`config.mk`:
```
export PLATFORM = sky130hd
export DESIGN_NAME = pipelined_carry_adder_flat
export DESIGN_NICKNAME = d
export VERILOG_FILES = /design/src/rtl/pipelined_carry_adder_if.sv /design/src/rtl/pipelined_carry_adder.sv /design/src/flat_wrapper.sv
export SDC_FILE = /design/constraint.sdc
export NUM_CORES = 1
export LEC_CHECK = 0
export ABC_AREA = 1
export CORE_UTILIZATION = 36
export CTS_CLUSTER_SIZE = 14
export DETAILED_ROUTE_END_ITERATION = 12
export DONT_BUFFER_PORTS = 1
export SYNTH_ARGS = -nofsm -noshare
export SYNTH_HDL_FRONTEND = slang
export SYNTH_SLANG_ARGS = --single-unit
```
`constraint.sdc`:
```
create_clock -name clk -period 5.2 [get_ports clk]
set_clock_uncertainty 0.2 [all_clocks]
set_input_delay 1.3 -clock clk [delete_from_list [all_inputs] [get_ports clk]]
set_output_delay 1.3 -clock clk [all_outputs]
set_load 0.02 [all_outputs]
```
`src/rtl/pipelined_carry_adder_if.sv`:
```
// Operand/result handshake bundle for pipelined_carry_adder.
// The sub signal exists only when RCA_SUB_EN is defined.
interface pipelined_carry_adder_if #(
  parameter int WIDTH = 16
);
  logic [WIDTH-1:0] a;
  logic [WIDTH-1:0] b;
  logic             cin;
`ifdef RCA_SUB_EN
  logic             sub;
`endif
  logic             in_valid;
  logic             in_ready;
  logic [WIDTH-1:0] sum;
  logic             cout;
  logic             ovf;
  logic             out_valid;
  logic             out_ready;

`ifdef RCA_SUB_EN
  modport master (output a, b, cin, sub, in_valid, out_ready,
                  input  in_ready, sum, cout, ovf, out_valid);
  modport slave  (input  a, b, cin, sub, in_valid, out_ready,
                  output in_ready, sum, cout, ovf, out_valid);
`else
  modport master (output a, b, cin, in_valid, out_ready,
                  input  in_ready, sum, cout, ovf, out_valid);
  modport slave  (input  a, b, cin, in_valid, out_ready,
                  output in_ready, sum, cout, ovf, out_valid);
`endif
endinterface

```
`src/rtl/pipelined_carry_adder.sv`:
```
// Pipelined carry-propagate adder: one CHUNK-bit slice per stage, carry registered between stages.
// Define RCA_SUB_EN to add the sub input (a - b computed as a + ~b + 1).
module pipelined_carry_adder #(
  parameter int WIDTH = 16,
  parameter int CHUNK = 4
) (
  input logic                    clk,
  input logic                    rst_n,
  pipelined_carry_adder_if.slave bus
);
  localparam int STAGES = WIDTH / CHUNK;
  localparam int MSB    = WIDTH - 1;

  logic             r_vld [STAGES];
  logic             r_cy  [STAGES];
  logic [WIDTH-1:0] r_a   [STAGES];
  logic [WIDTH-1:0] r_b   [STAGES];
  logic [WIDTH-1:0] r_sum [STAGES];
  logic             r_ovf;

  logic             w_adv;
  logic [WIDTH-1:0] w_b0;
  logic             w_cin0;
  logic             w_vld_in  [STAGES];
  logic             w_cy_in   [STAGES];
  logic [WIDTH-1:0] w_a_in    [STAGES];
  logic [WIDTH-1:0] w_b_in    [STAGES];
  logic [WIDTH-1:0] w_sum_in  [STAGES];
  logic [CHUNK:0]   w_slice   [STAGES];
  logic [WIDTH-1:0] w_sum_nxt [STAGES];
  logic             w_ovf_nxt;

  // B is inverted once at capture so every later stage only ever adds.
`ifdef RCA_SUB_EN
  assign w_b0   = bus.sub ? ~bus.b : bus.b;
  assign w_cin0 = bus.sub ? 1'b1 : bus.cin;
`else
  assign w_b0   = bus.b;
  assign w_cin0 = bus.cin;
`endif

  assign w_adv         = !r_vld[STAGES-1] || bus.out_ready;
  assign bus.in_ready  = w_adv;
  assign bus.out_valid = r_vld[STAGES-1];
  assign bus.sum       = r_sum[STAGES-1];
  assign bus.cout      = r_cy[STAGES-1];
  assign bus.ovf       = r_ovf;

  // Stage inputs: stage 0 from the ports, stage k from stage k-1.
  always_comb begin
    w_vld_in[0] = bus.in_valid;
    w_cy_in[0]  = w_cin0;
    w_a_in[0]   = bus.a;
    w_b_in[0]   = w_b0;
    w_sum_in[0] = {WIDTH{1'b0}};
    for (int k = 1; k < STAGES; k++) begin
      w_vld_in[k] = r_vld[k-1];
      w_cy_in[k]  = r_cy[k-1];
      w_a_in[k]   = r_a[k-1];
      w_b_in[k]   = r_b[k-1];
      w_sum_in[k] = r_sum[k-1];
    end
  end

  // One CHUNK-bit ripple per stage, merged into the running sum.
  always_comb begin
    for (int k = 0; k < STAGES; k++) begin
      w_slice[k] = {1'b0, w_a_in[k][k*CHUNK +: CHUNK]}
                 + {1'b0, w_b_in[k][k*CHUNK +: CHUNK]}
                 + {{CHUNK{1'b0}}, w_cy_in[k]};
      w_sum_nxt[k] = w_sum_in[k];
      w_sum_nxt[k][k*CHUNK +: CHUNK] = w_slice[k][CHUNK-1:0];
    end
    w_ovf_nxt = (w_a_in[STAGES-1][MSB] == w_b_in[STAGES-1][MSB]) &&
                (w_sum_nxt[STAGES-1][MSB] != w_a_in[STAGES-1][MSB]);
  end

  // Whole pipeline shifts together whenever the output slot is free or draining.
  always_ff @(posedge clk or negedge rst_n) begin
    if (!rst_n) begin
      for (int k = 0; k < STAGES; k++) begin
        r_vld[k] <= 1'b0;
        r_cy[k]  <= 1'b0;
        r_a[k]   <= {WIDTH{1'b0}};
        r_b[k]   <= {WIDTH{1'b0}};
        r_sum[k] <= {WIDTH{1'b0}};
      end
      r_ovf <= 1'b0;
    end else if (w_adv) begin
      for (int k = 0; k < STAGES; k++) begin
        r_vld[k] <= w_vld_in[k];
        r_cy[k]  <= w_slice[k][CHUNK];
        r_a[k]   <= w_a_in[k];
        r_b[k]   <= w_b_in[k];
        r_sum[k] <= w_sum_nxt[k];
      end
      r_ovf <= w_ovf_nxt;
    end
  end
endmodule
```
`src/flat_wrapper.sv`:
```
// flat-port wrapper written by rule: the top's interface ports become plain ports
module pipelined_carry_adder_flat 
#(
  parameter int WIDTH = 16,
  parameter int CHUNK = 4
)
  (clk, rst_n, bus_a, bus_b, bus_cin, bus_in_valid, bus_out_ready, bus_in_ready, bus_sum, bus_cout, bus_ovf, bus_out_valid);
  pipelined_carry_adder_if #(.WIDTH(WIDTH)) bus_i ();
  input logic clk;
  input logic rst_n;
  input wire logic [$bits(bus_i.a)-1:0] bus_a;
  input wire logic [$bits(bus_i.b)-1:0] bus_b;
  input wire logic [$bits(bus_i.cin)-1:0] bus_cin;
  input wire logic [$bits(bus_i.in_valid)-1:0] bus_in_valid;
  input wire logic [$bits(bus_i.out_ready)-1:0] bus_out_ready;
  output wire logic [$bits(bus_i.in_ready)-1:0] bus_in_ready;
  output wire logic [$bits(bus_i.sum)-1:0] bus_sum;
  output wire logic [$bits(bus_i.cout)-1:0] bus_cout;
  output wire logic [$bits(bus_i.ovf)-1:0] bus_ovf;
  output wire logic [$bits(bus_i.out_valid)-1:0] bus_out_valid;
  assign bus_i.a = bus_a;
  assign bus_i.b = bus_b;
  assign bus_i.cin = bus_cin;
  assign bus_i.in_valid = bus_in_valid;
  assign bus_i.out_ready = bus_out_ready;
  assign bus_in_ready = bus_i.in_ready;
  assign bus_sum = bus_i.sum;
  assign bus_cout = bus_i.cout;
  assign bus_ovf = bus_i.ovf;
  assign bus_out_valid = bus_i.out_valid;
  pipelined_carry_adder #(.WIDTH(WIDTH), .CHUNK(CHUNK)) u_core (.clk(clk), .rst_n(rst_n), .bus(bus_i));
endmodule
```
==> results of run 1 <==
cell families after synthesis:
logic type | Yosys count
simple gates | 252
flops | 97
buf+inv | 71
compound gates | 45
fa+ha+maj | 20
stage by stage:
step / power (mW) / area, um2 / worst slack, ns / hold WS (ns)
finish: 2.86 / 4620 / 2.13 / 0.264
global route: 3.12 / 4620 / 2.11 / 0.294
CTS: 2.91 / 4620 / 2.13 / 0.274
detailed placement: 2.22 / 4310 / 2.13 / 0.258
global placement: 2.18 / 4310 / 2.12 / 0.250
floorplan: 2.14 / 4410 / 1.94 / 0.234
registers in the layout (all words and copies together) (netlist names):
name,flops
u_core.r_sum,24
u_core.r_b,24
u_core.r_vld,3
u_core.bus.out_valid,1
u_core.bus.ovf,1
u_core.bus.sum,16
u_core.r_a,24
u_core.bus.cout,1
u_core.r_cy,3
final timing paths:
kind / start / endpoint / slack [ns]
worst max-delay path: bus_out_ready / bus_in_ready / 2.13
worst min-delay path: u_core.r_vld[1] / u_core.bus.out_valid / 0.26
worst max register to register: u_core.bus.out_valid / u_core.r_sum[18] / 3.14
worst min register to register: u_core.r_vld[1] / u_core.bus.out_valid / 0.26
max in group asynchronous: rst_n / u_core.bus.sum[11] / 4.18
min in group asynchronous: rst_n / u_core.r_sum[49] / 0.46
per-layer routing:
metal  wire length [um]  vias up  share of wire
li1                   -     1440              -
met1               3730     1342           0.48
met2               3580       52           0.46
met3                322       11          0.041
met4                146        0          0.019
met5                  0        -              0
power breakdown:
group          leakage (nW)  internal (mW)  switching [mW]
registers              1.17           1.08           0.283
clock network         0.153          0.388           0.280
logic                  1.07          0.317           0.511
layout by cell type (no fill, tap or decap), drive strengths merged:
cell      n
o21ai    37
inv      34
o31ai     2
nand2   219
fa        8
buf       2
clkbuf   10
nor2     14
nand3    17
dfrtp    97
bufinv    1
or2       2
clkinv    5
ha       12
a21oi     6
area by class of cell:
class / count / area (um2) / share of cell area
inverters: 34 / 129 / 0.0279
clock inverters: 6 / 66.3 / 0.0144
well taps: 147 / 184 / 0.0398
clock buffers: 10 / 239 / 0.0517
repair buffers: 2 / 15.0 / 0.00325
flip-flops and latches: 97 / 2430 / 0.526
multi-input cells: 317 / 1560 / 0.337
==> flow_summary_export.csv, run 1 <==
group,metric,value,unit
status,status,"finished, final reports clean",
synth,ys_async_sr_fraction,1.00,
clocking,clk_pin_slew_worst_paths,0.06,ns
synth,synthAdderAreaFrac,0.0704,
synth,syn_nets,542,
detailed_routing,postRouteAntennaNets,0,
cells_and_area,nFillCells,1203,
worst_setup_path,reg2regPathDepth,6,
timing,finalCritPeriodShare,0.590,
global_routing,busiest_layer,"met2",
global_routing,antenna_found_initial,0,
worst_setup_path,required,3.70,ns
synth,synth_top_area_frac,0.551,
synth,synth_cells,485,
global_routing,grt_use_met1,0.172,
power,max-vdd-ir-drop,0.000376,V
timing,setup_viol,0,
floorplan,num_rows,40,
worst_setup_path,cp.arrival,1.57,ns
cells_and_area,insertedDiodeCount,0,
synth,synth-compound-area-share,0.0573,
worst_setup_path,crit_buf_inv,1,
timing,fmax,0.326,GHz
synth,synth.distinct_cells,21,
clocking,postCtsSetupRepairBufs,0,
floorplan,die_x,113,um
synth,synth_edf_count,0,
timing,slew_viol_final,0,
floorplan,fp.dieH,113,um
synth,synth_top_family_by_area,"simple AND/OR/NAND/NOR gates",
floorplan,dieArea,12700,um2
detailed_routing,first_pass_iters,4,
global_routing,use_met2,0.227,
worst_setup_path,worstSetupPathType,"primary input to output pin",
timing,tightest_slew,0.989,ns
clocking,htree_levels,3,
clocking,root_buffer,"clkbuf_16",
global_routing,grt_use_total,0.137,
synth,ys_ff_latch,97,
place,portBuffers,0,
global_routing,gr-usage-met3,0.0248,
synth,synth-simple-area-share,0.225,
clocking,postCtsHoldBufs,0,
worst_setup_path,cp_max_fo,4,
cells_and_area,instances_no_fill,613,
global_routing,grt_pass1_wl,13700,um
power,power_density,619,nW/um2
hold_path,hold_path.class,"register to register",
synth,ys_seq_area_frac,0.551,
detailed_routing,first_iter_violations,121,
worst_setup_path,path_delay_family,"buffers and inverters",
timing,tns,0,ns
synth,synth.area.top_cells,"dfrtp_1 (55%), nand2_1 (19%), buf_4 (4.1%), fa_1 (3.6%), ha_1 (3.4%)",
floorplan,boundaryPins,57,
timing,slew_headroom,0.341,
synth,synth_xor_area_frac,0,
clocking,cts_resized,0,
clocking,cts_tree,"yes",
worst_setup_path,slowest_delay,0.17,ns
global_routing,grt_pass1_vias,2946,
synth,synth_common_cells,"nand2_1 (219), dfrtp_1 (97), inv_1 (33)",
worst_setup_path,crit_slowest_cell,"clkinv_2",
detailed_routing,vias,2845,
worst_setup_path,cp.depth,2,
clocking,cts_num_sinks,97,
hold_path,holdPathStages,1,
timing,min_period,3.07,ns
floorplan,start_util,0.369,
worst_setup_path,worstPathCellList,"nor2_4 -> clkinv_2",
synth,synth_top_area_cell,"dfrtp_1",
clocking,clkLatencyLatePin,0.33,ns
cells_and_area,area_growth,4.77,%
synth,synth_most_common_cell,"nand2_1",
detailed_routing,drt_wl_total,7780,um
cells_and_area,post-route-util,0.386,
synth,avgSynthCellArea,9.09,um2
timing,hold_viol,0,
power,cellLeakagePower,2.39,nW
place,gp_congestion,0.786,
synth,synthesis.area,4410,um2
timing,grt_setup_unrepaired,"no",
detailed_routing,wl_per_cell,12.7,um
synth,synth_warnings,0,
synth,synthMuxAreaShare,0,
detailed_routing,drc,0,
synth,yosys_most_used_dff,"dfrtp_1",
floorplan,coreArea,12000,um2
place,hpwl,4880,um
detailed_routing,via_per_inst,4.64,
worst_setup_path,start_kind,"primary input",
clocking,cts_made_buffers,9,
worst_setup_path,crit_path_end_kind,"output pin",
global_routing,grt_overflow,0,
place,dp_cells,597,
clocking,clk_path_buf_depth,2,
cells_and_area,drive_above_1_share,0.0644,
cells_and_area,nNetsFinal,518,
global_routing,grt_max_degree,101,
run,drv_cap,0,
Note: power is estimated with default switching activity, not from simulation.
==> inputs of run 2 (changes only) <==
clock period = 3.1 ns   (was 5.2 ns; I/O delays follow)
==> run 2 against run 1 <==
Effect of this change:
- die area unchanged
- sequential power up 68%
- the run now ends with hold timing left
- design area increased by 0.27%
- clock power increased by 63%
- critical endpoint unchanged
- largest power group unchanged
==> flow_summary_export.csv, run 2 (synthesized netlist as in run 1, its figures left out) <==
group,metric,value,unit
cells_and_area,post-route-util,0.387,
clocking,clk_path_buf_depth,2,
cells_and_area,reg_top3,"u_core.r_a (24), u_core.r_b (24), u_core.r_sum (24)",
timing,tightest_slew,0.393,ns
timing,fmax,0.452,GHz
detailed_routing,first_iter_violations,123,
timing,setup_viol,0,
status,status,"finished, violations left",
hold_path,hold_path.class,"primary input to async pin",
cells_and_area,area_growth,5.05,%
worst_setup_path,start_kind,"register",
run,drv_cap,0,
floorplan,dieArea,12700,um2
floorplan,start_util,0.369,
worst_setup_path,r2r-start,"u_core.r_b[40]",
global_routing,grt_use_total,0.140,
worst_setup_path,crit_buf_inv,2,
cells_and_area,nFillCells,1203,
timing,worst_slack,0.888,ns
global_routing,grt_max_degree,101,
detailed_routing,via_per_inst,4.61,
timing,finalCritPeriodShare,0.714,
worst_setup_path,cp.arrival,1.24,ns
global_routing,grt_pass1_wl,14000,um
place,gp_congestion,0.767,
detailed_routing,vias,2833,
clocking,clk_pin_slew_worst_paths,0.06,ns
worst_setup_path,worstPathCellList,"inv_1 -> nor2_4 -> clkinv_2",
worst_setup_path,cp-startpoint,"u_core.bus.out_valid",
clocking,root_buffer,"clkbuf_16",
detailed_routing,drt_wl_total,7820,um
cells_and_area,layout_commonest_cell,"nand2_1",
detailed_routing,postRouteAntennaNets,0,
timing,grt_setup_unrepaired,"no",
cells_and_area,multi_input_area,1560,um2
global_routing,grt_overflow,0,
place,place_ws,0.957,ns
place,hpwl,5000,um
floorplan,boundaryPins,57,
place,portBuffers,0,
worst_setup_path,worstSetupPathType,"register to output pin",
cells_and_area,layout_common_cells,"nand2_1 (219), dfrtp_1 (97), inv_1 (33)",
timing,tns,0,ns
status,violations,"hold timing",
timing,slew_headroom,0.738,
cells_and_area,insertedDiodeCount,0,
power,max-vdd-ir-drop,0.000320,V
timing,min_period,2.21,ns
timing,hold_viol,97,
floorplan,fp.dieH,113,um
power,cellLeakagePower,2.40,nW
detailed_routing,first_pass_iters,6,
global_routing,grt_pass1_vias,2912,
worst_setup_path,slowest_delay,0.45,ns
cells_and_area,regArea,2430,um2
worst_setup_path,crit_slowest_cell,"dfrtp_1",
clocking,cts_tree,"yes",
clocking,cts_num_sinks,97,
clocking,clkLatencyLatePin,0.34,ns
power,power_density,1030,nW/um2
worst_setup_path,required,2.12,ns
worst_setup_path,cp_max_fo,4,
timing,slew_viol_final,0,
worst_setup_path,path_delay_family,"flip-flops",
timing,whs,-0.0700,ns
worst_setup_path,crit_path_end_kind,"output pin",
global_routing,antenna_found_initial,0,
place,dp_cells,599,
clocking,htree_levels,3,
cells_and_area,nNetsFinal,520,
floorplan,die_x,113,um
cells_and_area,instances_no_fill,615,
clocking,cts_made_buffers,9,
cells_and_area,drive_above_1_share,0.0620,
detailed_routing,wl_per_cell,12.7,um
detailed_routing,drc,0,
floorplan,num_rows,40,
floorplan,coreArea,12000,um2
[run 2: changes by cell type in the layout (fill, tap and decap cells not counted)]
cell,change
buf_4,+1
buf_12,+1
clkinv_4,-2
clkbuf_1,+3
inv_6,-1
[run 2: worst register-to-register path: stages, from the launching register on]
cell,delay (ns)
dfrtp_1,0.41
fa_1,0.48
fa_1,0.40
nand2_1,0.07
inv_1,0.05
o21ai_0,0.17
a21oi_1,0.09
[run 2: final cells by class]
type / instances / area share
clock buffers: 13 / 0.0540
clock inverters: 3 / 0.00865
inverters: 34 / 0.0278
multi-input cells: 317 / 0.336
flip-flops and latches: 97 / 0.524
well taps: 147 / 0.0397
repair buffers: 4 / 0.00919
[run 2: layer usage]
layer  vias to the layer above  GRT usage  routed length, um
li1                       1444          -                  -
met2                        48      0.208               3510
met3                        10     0.0383                388
met5                         -          0                  0
met1                      1331      0.191               3780
met4                         0     0.0640                143
[run 2: repair_timing]
item	CTS	global route
gates resized for setup	0	0
hold endpoints to repair	97	97
setup buffers	0	0
[run 2: worst paths after layout]
kind                       cells after the start  slack, ns                 to
setup / recovery                               3       0.89       bus_in_ready
hold / removal                                 0      -0.07     u_core.r_a[62]
setup reg to reg                               6       1.10     u_core.r_cy[1]
hold reg to reg                                2       0.26  u_core.bus.sum[9]
max in group asynchronous                      0       2.63  u_core.bus.sum[3]
min in group clk                               2       0.26  u_core.bus.sum[9]
[run 2: power breakdown]
group	switching [mW]	internal [mW]	total, mW
Combinational	0.858	0.540	1.40
Clock	0.448	0.646	1.09
Sequential	0.474	1.81	2.29
Total	1.78	3.00	4.78
[run 2: stage by stage]
stage                     hold slack, ns  cell area [um2]  power (mW)
after global placement             0.249             4340        3.68
after floorplan                    0.234             4410        3.59
after CTS                        -0.0848             4630        4.86
after detailed placement           0.246             4340        3.74
final                            -0.0700             4630        4.78
after global routing             -0.0871             4630        5.23
